<file path="src/rtl/dcache_wt.sv">
// ---------------------------------------------------------------------------
// dcache_wt
// Direct-mapped, write-through, no-write-allocate data cache that sits
// between the MIPS core's M stage and a slower word-wide main memory.
// Each of the 2**INDEX_BITS lines holds a valid bit, a tag and one data word.
//
// Ports
//   clk, reset   : clock and synchronous active-high reset
//   MemReadM     : load in M stage
//   MemWriteM    : store in M stage (wins over MemReadM)
//   AluOutM      : byte address, low two bits ignored
//   WriteDataM   : store data
//   ReadDataM    : load data (hit cycle or DONE cycle)
//   StallM       : combinational pipeline freeze
//   MemReq/MemWe : memory request valid / write enable (registered)
//   MemAddr      : word-aligned request address (registered)
//   MemWData     : request write data (registered)
//   MemRData     : memory read data, valid with MemReady
//   MemReady     : memory completes the current request this cycle
//   HitCount     : number of load hits, wraps
//   MissCount    : number of load misses, wraps
// ---------------------------------------------------------------------------
module dcache_wt #(
    parameter int INDEX_BITS = 4
) (
    input  logic        clk,
    input  logic        reset,
    input  logic        MemReadM,
    input  logic        MemWriteM,
    input  logic [31:0] AluOutM,
    input  logic [31:0] WriteDataM,
    output logic [31:0] ReadDataM,
    output logic        StallM,
    output logic        MemReq,
    output logic        MemWe,
    output logic [31:0] MemAddr,
    output logic [31:0] MemWData,
    input  logic [31:0] MemRData,
    input  logic        MemReady,
    output logic [31:0] HitCount,
    output logic [31:0] MissCount
);

    localparam int LINES    = 1 << INDEX_BITS;
    localparam int TAG_BITS = 32 - INDEX_BITS - 2;

    typedef enum logic [1:0] {
        IDLE,
        RDMISS,
        WRITE,
        DONE
    } stateType;

    stateType state;

    logic [LINES-1:0]    validBits;
    logic [TAG_BITS-1:0] tagArray  [LINES];
    logic [31:0]         dataArray [LINES];

    logic [31:0]           reqAddr;
    logic [31:0]           reqData;
    logic [INDEX_BITS-1:0] lookupIdx;
    logic [TAG_BITS-1:0]   lookupTag;
    logic [INDEX_BITS-1:0] reqIdx;
    logic [TAG_BITS-1:0]   reqTag;
    logic                  lookupHit;
    logic                  reqHit;
    logic                  loadOnly;
    logic                  fillLine;
    logic                  updateLine;
    logic                  unusedByteOffset;

    // Accesses are whole words, so the byte offset never matters.
    assign unusedByteOffset = ^AluOutM[1:0];

    assign lookupIdx = AluOutM[INDEX_BITS+1:2];
    assign lookupTag = AluOutM[31:INDEX_BITS+2];
    assign reqIdx    = reqAddr[INDEX_BITS+1:2];
    assign reqTag    = reqAddr[31:INDEX_BITS+2];

    assign MemAddr  = reqAddr;
    assign MemWData = reqData;

    // Tag compare for the incoming core address and for the latched request
    // address. A store that arrives together with a load is treated purely
    // as a store, so loadOnly masks the load path in that case.
    always_comb begin
        lookupHit  = validBits[lookupIdx] && (tagArray[lookupIdx] == lookupTag);
        reqHit     = validBits[reqIdx] && (tagArray[reqIdx] == reqTag);
        loadOnly   = MemReadM && !MemWriteM;
        fillLine   = (state == RDMISS) && MemReady && !reset;
        updateLine = (state == WRITE) && MemReady && reqHit && !reset;
    end

    // Core-facing outputs. A load hit returns data in the same cycle with
    // no stall; a miss or store stalls from the decode cycle until memory
    // answers, and the DONE cycle releases the stall with the line data.
    always_comb begin
        StallM    = 1'b0;
        ReadDataM = 32'h0;
        case (state)
            IDLE: begin
                if (MemWriteM) begin
                    StallM = 1'b1;
                end else if (MemReadM) begin
                    if (lookupHit) begin
                        ReadDataM = dataArray[lookupIdx];
                    end else begin
                        StallM = 1'b1;
                    end
                end
            end
            RDMISS, WRITE: begin
                StallM = 1'b1;
            end
            DONE: begin
                ReadDataM = dataArray[reqIdx];
            end
            default: begin
                StallM = 1'b0;
            end
        endcase
    end

    // Main controller. Request registers drive the memory port directly so
    // MemReq/MemWe/MemAddr/MemWData stay stable while a request is pending.
    // Reset abandons any in-flight request and invalidates every line at once.
    always_ff @(posedge clk) begin
        if (reset) begin
            state     <= IDLE;
            validBits <= '0;
            MemReq    <= 1'b0;
            MemWe     <= 1'b0;
            reqAddr   <= 32'h0;
            reqData   <= 32'h0;
            HitCount  <= 32'h0;
            MissCount <= 32'h0;
        end else begin
            case (state)
                IDLE: begin
                    if (MemWriteM) begin
                        reqAddr <= {AluOutM[31:2], 2'b00};
                        reqData <= WriteDataM;
                        MemReq  <= 1'b1;
                        MemWe   <= 1'b1;
                        state   <= WRITE;
                    end else if (loadOnly) begin
                        if (lookupHit) begin
                            HitCount <= HitCount + 32'd1;
                        end else begin
                            MissCount <= MissCount + 32'd1;
                            reqAddr   <= {AluOutM[31:2], 2'b00};
                            MemReq    <= 1'b1;
                            MemWe     <= 1'b0;
                            state     <= RDMISS;
                        end
                    end
                end
                RDMISS: begin
                    if (MemReady) begin
                        validBits[reqIdx] <= 1'b1;
                        MemReq            <= 1'b0;
                        state             <= DONE;
                    end
                end
                WRITE: begin
                    if (MemReady) begin
                        MemReq <= 1'b0;
                        MemWe  <= 1'b0;
                        state  <= DONE;
                    end
                end
                DONE: begin
                    state <= IDLE;
                end
                default: begin
                    state <= IDLE;
                end
            endcase
        end
    end

    // Line storage has no reset: only the valid bits need clearing. A refill
    // replaces whatever tag lived at the index; a store only touches the line
    // when it already holds the address (no write-allocate).
    always_ff @(posedge clk) begin
        if (fillLine) begin
            tagArray[reqIdx]  <= reqTag;
            dataArray[reqIdx] <= MemRData;
        end else if (updateLine) begin
            dataArray[reqIdx] <= reqData;
        end
    end

endmodule

</file>
<file path="config.mk">
export PLATFORM = sky130hd
export DESIGN_NAME = dcache_wt
export DESIGN_NICKNAME = d
export VERILOG_FILES = /design/src/rtl/dcache_wt.sv
export SDC_FILE = /design/constraint.sdc
export NUM_CORES = 1
export LEC_CHECK = 0
export CORE_UTILIZATION = 25
export CTS_CLUSTER_SIZE = 8
export DETAILED_ROUTE_END_ITERATION = 16
export HOLD_SLACK_MARGIN = 0.03
export PLACE_DENSITY_LB_ADDON = 0.05
export SLEW_MARGIN = 25
export SYNTH_ARGS = -nofsm -noshare
export SYNTH_HDL_FRONTEND = slang
export SYNTH_SLANG_ARGS = --single-unit
</file>
<file path="constraint.sdc">
create_clock -name clk -period 12.7 [get_ports clk]
set_clock_uncertainty 0.05 [all_clocks]
set_input_delay 3.175 -clock clk [delete_from_list [all_inputs] [get_ports clk]]
set_output_delay 3.175 -clock clk [all_outputs]
set_load 0.03 [all_outputs]
</file>
==> metrics.txt <==
PostCTS Resize Cnt=0; period utilization=0.901; crit path max-delay cell type=clkdlybuf4s50_1; Worst slew margin=0.327; Via density=4.95; H-tree Lvls=4; Clock Pin Slew Worst Setup and Hold Paths=0.05 ns; Clock Sinks=1078; global-route wire length before repair=249000 um; Async SR Flop Fraction=0; DRT Pass-1 Iters=7; final instance area=61300 um^2; Synth top area share=0.547; Num CTS Buffers=156; post-DP HPWL=99800 um; multiplexer share of the synthesized area=0.285; Post-synth top cells=edfxtp_1, mux4_2, nor2_1; dpl cells=5642; Pleak=19.3 nW; EDFF count, synth=928; status=finished clean; Adder-Cell Fraction of Synth Area=0.00147; leading cell type by number of instances after synthesis=edfxtp_1; post-synthesis xor/xnor area fraction=0.00928; unrepaired setup endpoints after global routing=false; Hold Path Class=reg2reg; Setup TNS=0 ns; Clock Path Buffers=3; Die Wd=454 um; Compound-Gate Fraction of Synth Area=0.0232; die height=454 um; # setup viols final=0; Peak VDD IR=0.139 mV; Slew @ Worst Pin=1.01 ns; clock root cell=clkbuf_16; largest family of logic cells by synthesized area=multiplexers; PnR worst setup slack=1.26 ns; FMAX=0.0874 GHz; initial antenna violation count=6; CP max stage delay=0.77 ns; area leader, netlist=edfxtp_1; sequential fraction of the synthesis area=0.606; Post-Layout Cell Count=5909; CP Capture Type=output pin; Die Footprint=206000 um^2; simple-gate share of the synthesized area=0.0499; Area contributors post-synth=edfxtp_1, mux4_2, dfxtp_1; Final Critical Period=11.44 ns; worst slack at placement=1.02 ns; DRT Wirelength=178000 um; Post-DP Area=56800 um^2; largest net degree at the start of global routing=104; crit path cell chain=buf_8, mux4_2, mux2i_1, xnor2_1, nor4_1, o2111ai_1, nor4_4, nand4_4, buf_12, a2bb2oi_1, nor2_1, clkdlybuf4s50_1; share of cells above drive strength 1=0.292; DRC Markers=0; I/O pin total=264; CTS tree=yes; GR Util All Layers=0.173; Final Hold Slack=0.417 ns; Row Count=165; P&R area growth vs syn=20.3%; GR Overflow Total=0; worst endpoint required time=9.47 ns; post-synthesis instance area=51000 um^2; Final GP Congestion=0.747; Max Slew Vio Count=0; largest fanout on the critical path=78; port bufs=259; pwr dens=162 nW/um^2; Worst Path Buf+Inv=3; worst-skew pair later-pin latency=0.80 ns; Main synth FF type=edfxtp_1; Initial Util=0.252; total core area=202000 um^2; final net count=3235; vias in the first global route=31711; critical path arrival=8.22 ns; Crit Path Category=in2out; unique cell type count in the Yosys netlist=73; Synth Instances=2843; # hold bufs at CTS=0; DR vias=29277; Post-DRT Antenna Nets=0; Pwr Total=9.94 mW; maxcap violations=0; DR iter-0 viols=2191; post-CTS setup buffers=0; Layout Utilization=0.303; CP top delay family=buffers and inverters; Seq cells post-synth=1078; crit start category=input port; syn avg cell area=17.9 um^2; Ys Warns=0; Final Hold Viols=0; WL/cell=30.1 um
-- path summary, 6_finish.rpt --
| check | start | endpoint | slack (ns) | cells after the start |
|---|---|---|---|---|
| worst min register to register | MemWe | MemWe | 0.42 | 2 |
| worst min-delay path | MemWe | MemWe | 0.42 | 2 |
| worst max-delay path | AluOutM[4] | ReadDataM[25] | 1.26 | 12 |
| worst max register to register | register | dataArray[15][24] | 5.29 | 11 |
-- cell families (layout without fill, tap and decap cells) --
kind of cell | count (synthesis) | count (layout)
compound gates | 170 | 170
xor+xnor | 54 | 54
fa+ha+maj | 6 | 6
buf+inv | 284 | 676
flops | 1078 | 1078
mux | 741 | 741
other cells | 1 | 3
simple gates | 509 | 509
-- worst reg2reg max path: stages (launching register included) --
cell and delay, ns:
dfxtp_4 0.70, buf_4 0.67, buf_4 0.77, mux4_2 0.46
mux4_2 0.49, xor2_1 0.24, nor4_1 0.64, nand4_1 0.38
o21ai_0 0.75, nand3_1 0.46, nor2_4 0.84, buf_4 0.55
-- placed cells by master (no fill, tap or decap), drive strengths merged, types with 77 or more instances in the layout --
cell type,netlist,layout
mux2i,112,112
edfxtp,928,928
clkbuf,105,248
mux4,549,549
nand2,110,110
inv,67,77
mux2,80,80
nor2,165,165
buf,111,92
clkdlybuf4s50,0,249
dfxtp,150,150
-- cell type report --
class                      count  area [um^2]
antenna                        1         2.50
multi-input combinational   1482        19100
fill                       19709       141000
tap                         2672         3340
sequential                  1078        30900
inverter                      68          258
clock inverter                19          198
clock buffer                 247         4290
timing repair buffer         342         3260
-- metal layers --
metal / GRT usage / share of wire
met5: 0 / 0.000073
met2: 0.302 / 0.51
met3: 0.0326 / 0.046
met4: 0.0468 / 0.023
met1: 0.216 / 0.42
-- registers in the layout, summed over array words and instances (netlist names), named ones only --
register and flops:
MemAddr 30, HitCount 32, MemWe 1, MemWData 32
dataArray 512, MemReq 1, MissCount 32, state 2
validBits 16, tagArray 416
-- power breakdown --
group / internal (mW) / leakage (nW) / switching, mW / total [mW]
registers: 4.00 / 9.64 / 0.179 / 4.18
logic: 0.795 / 7.47 / 1.03 / 1.83
clock network: 2.30 / 2.15 / 1.63 / 3.93
total: 7.09 / 19.3 / 2.84 / 9.94
Power figures use the tool's default switching activity.
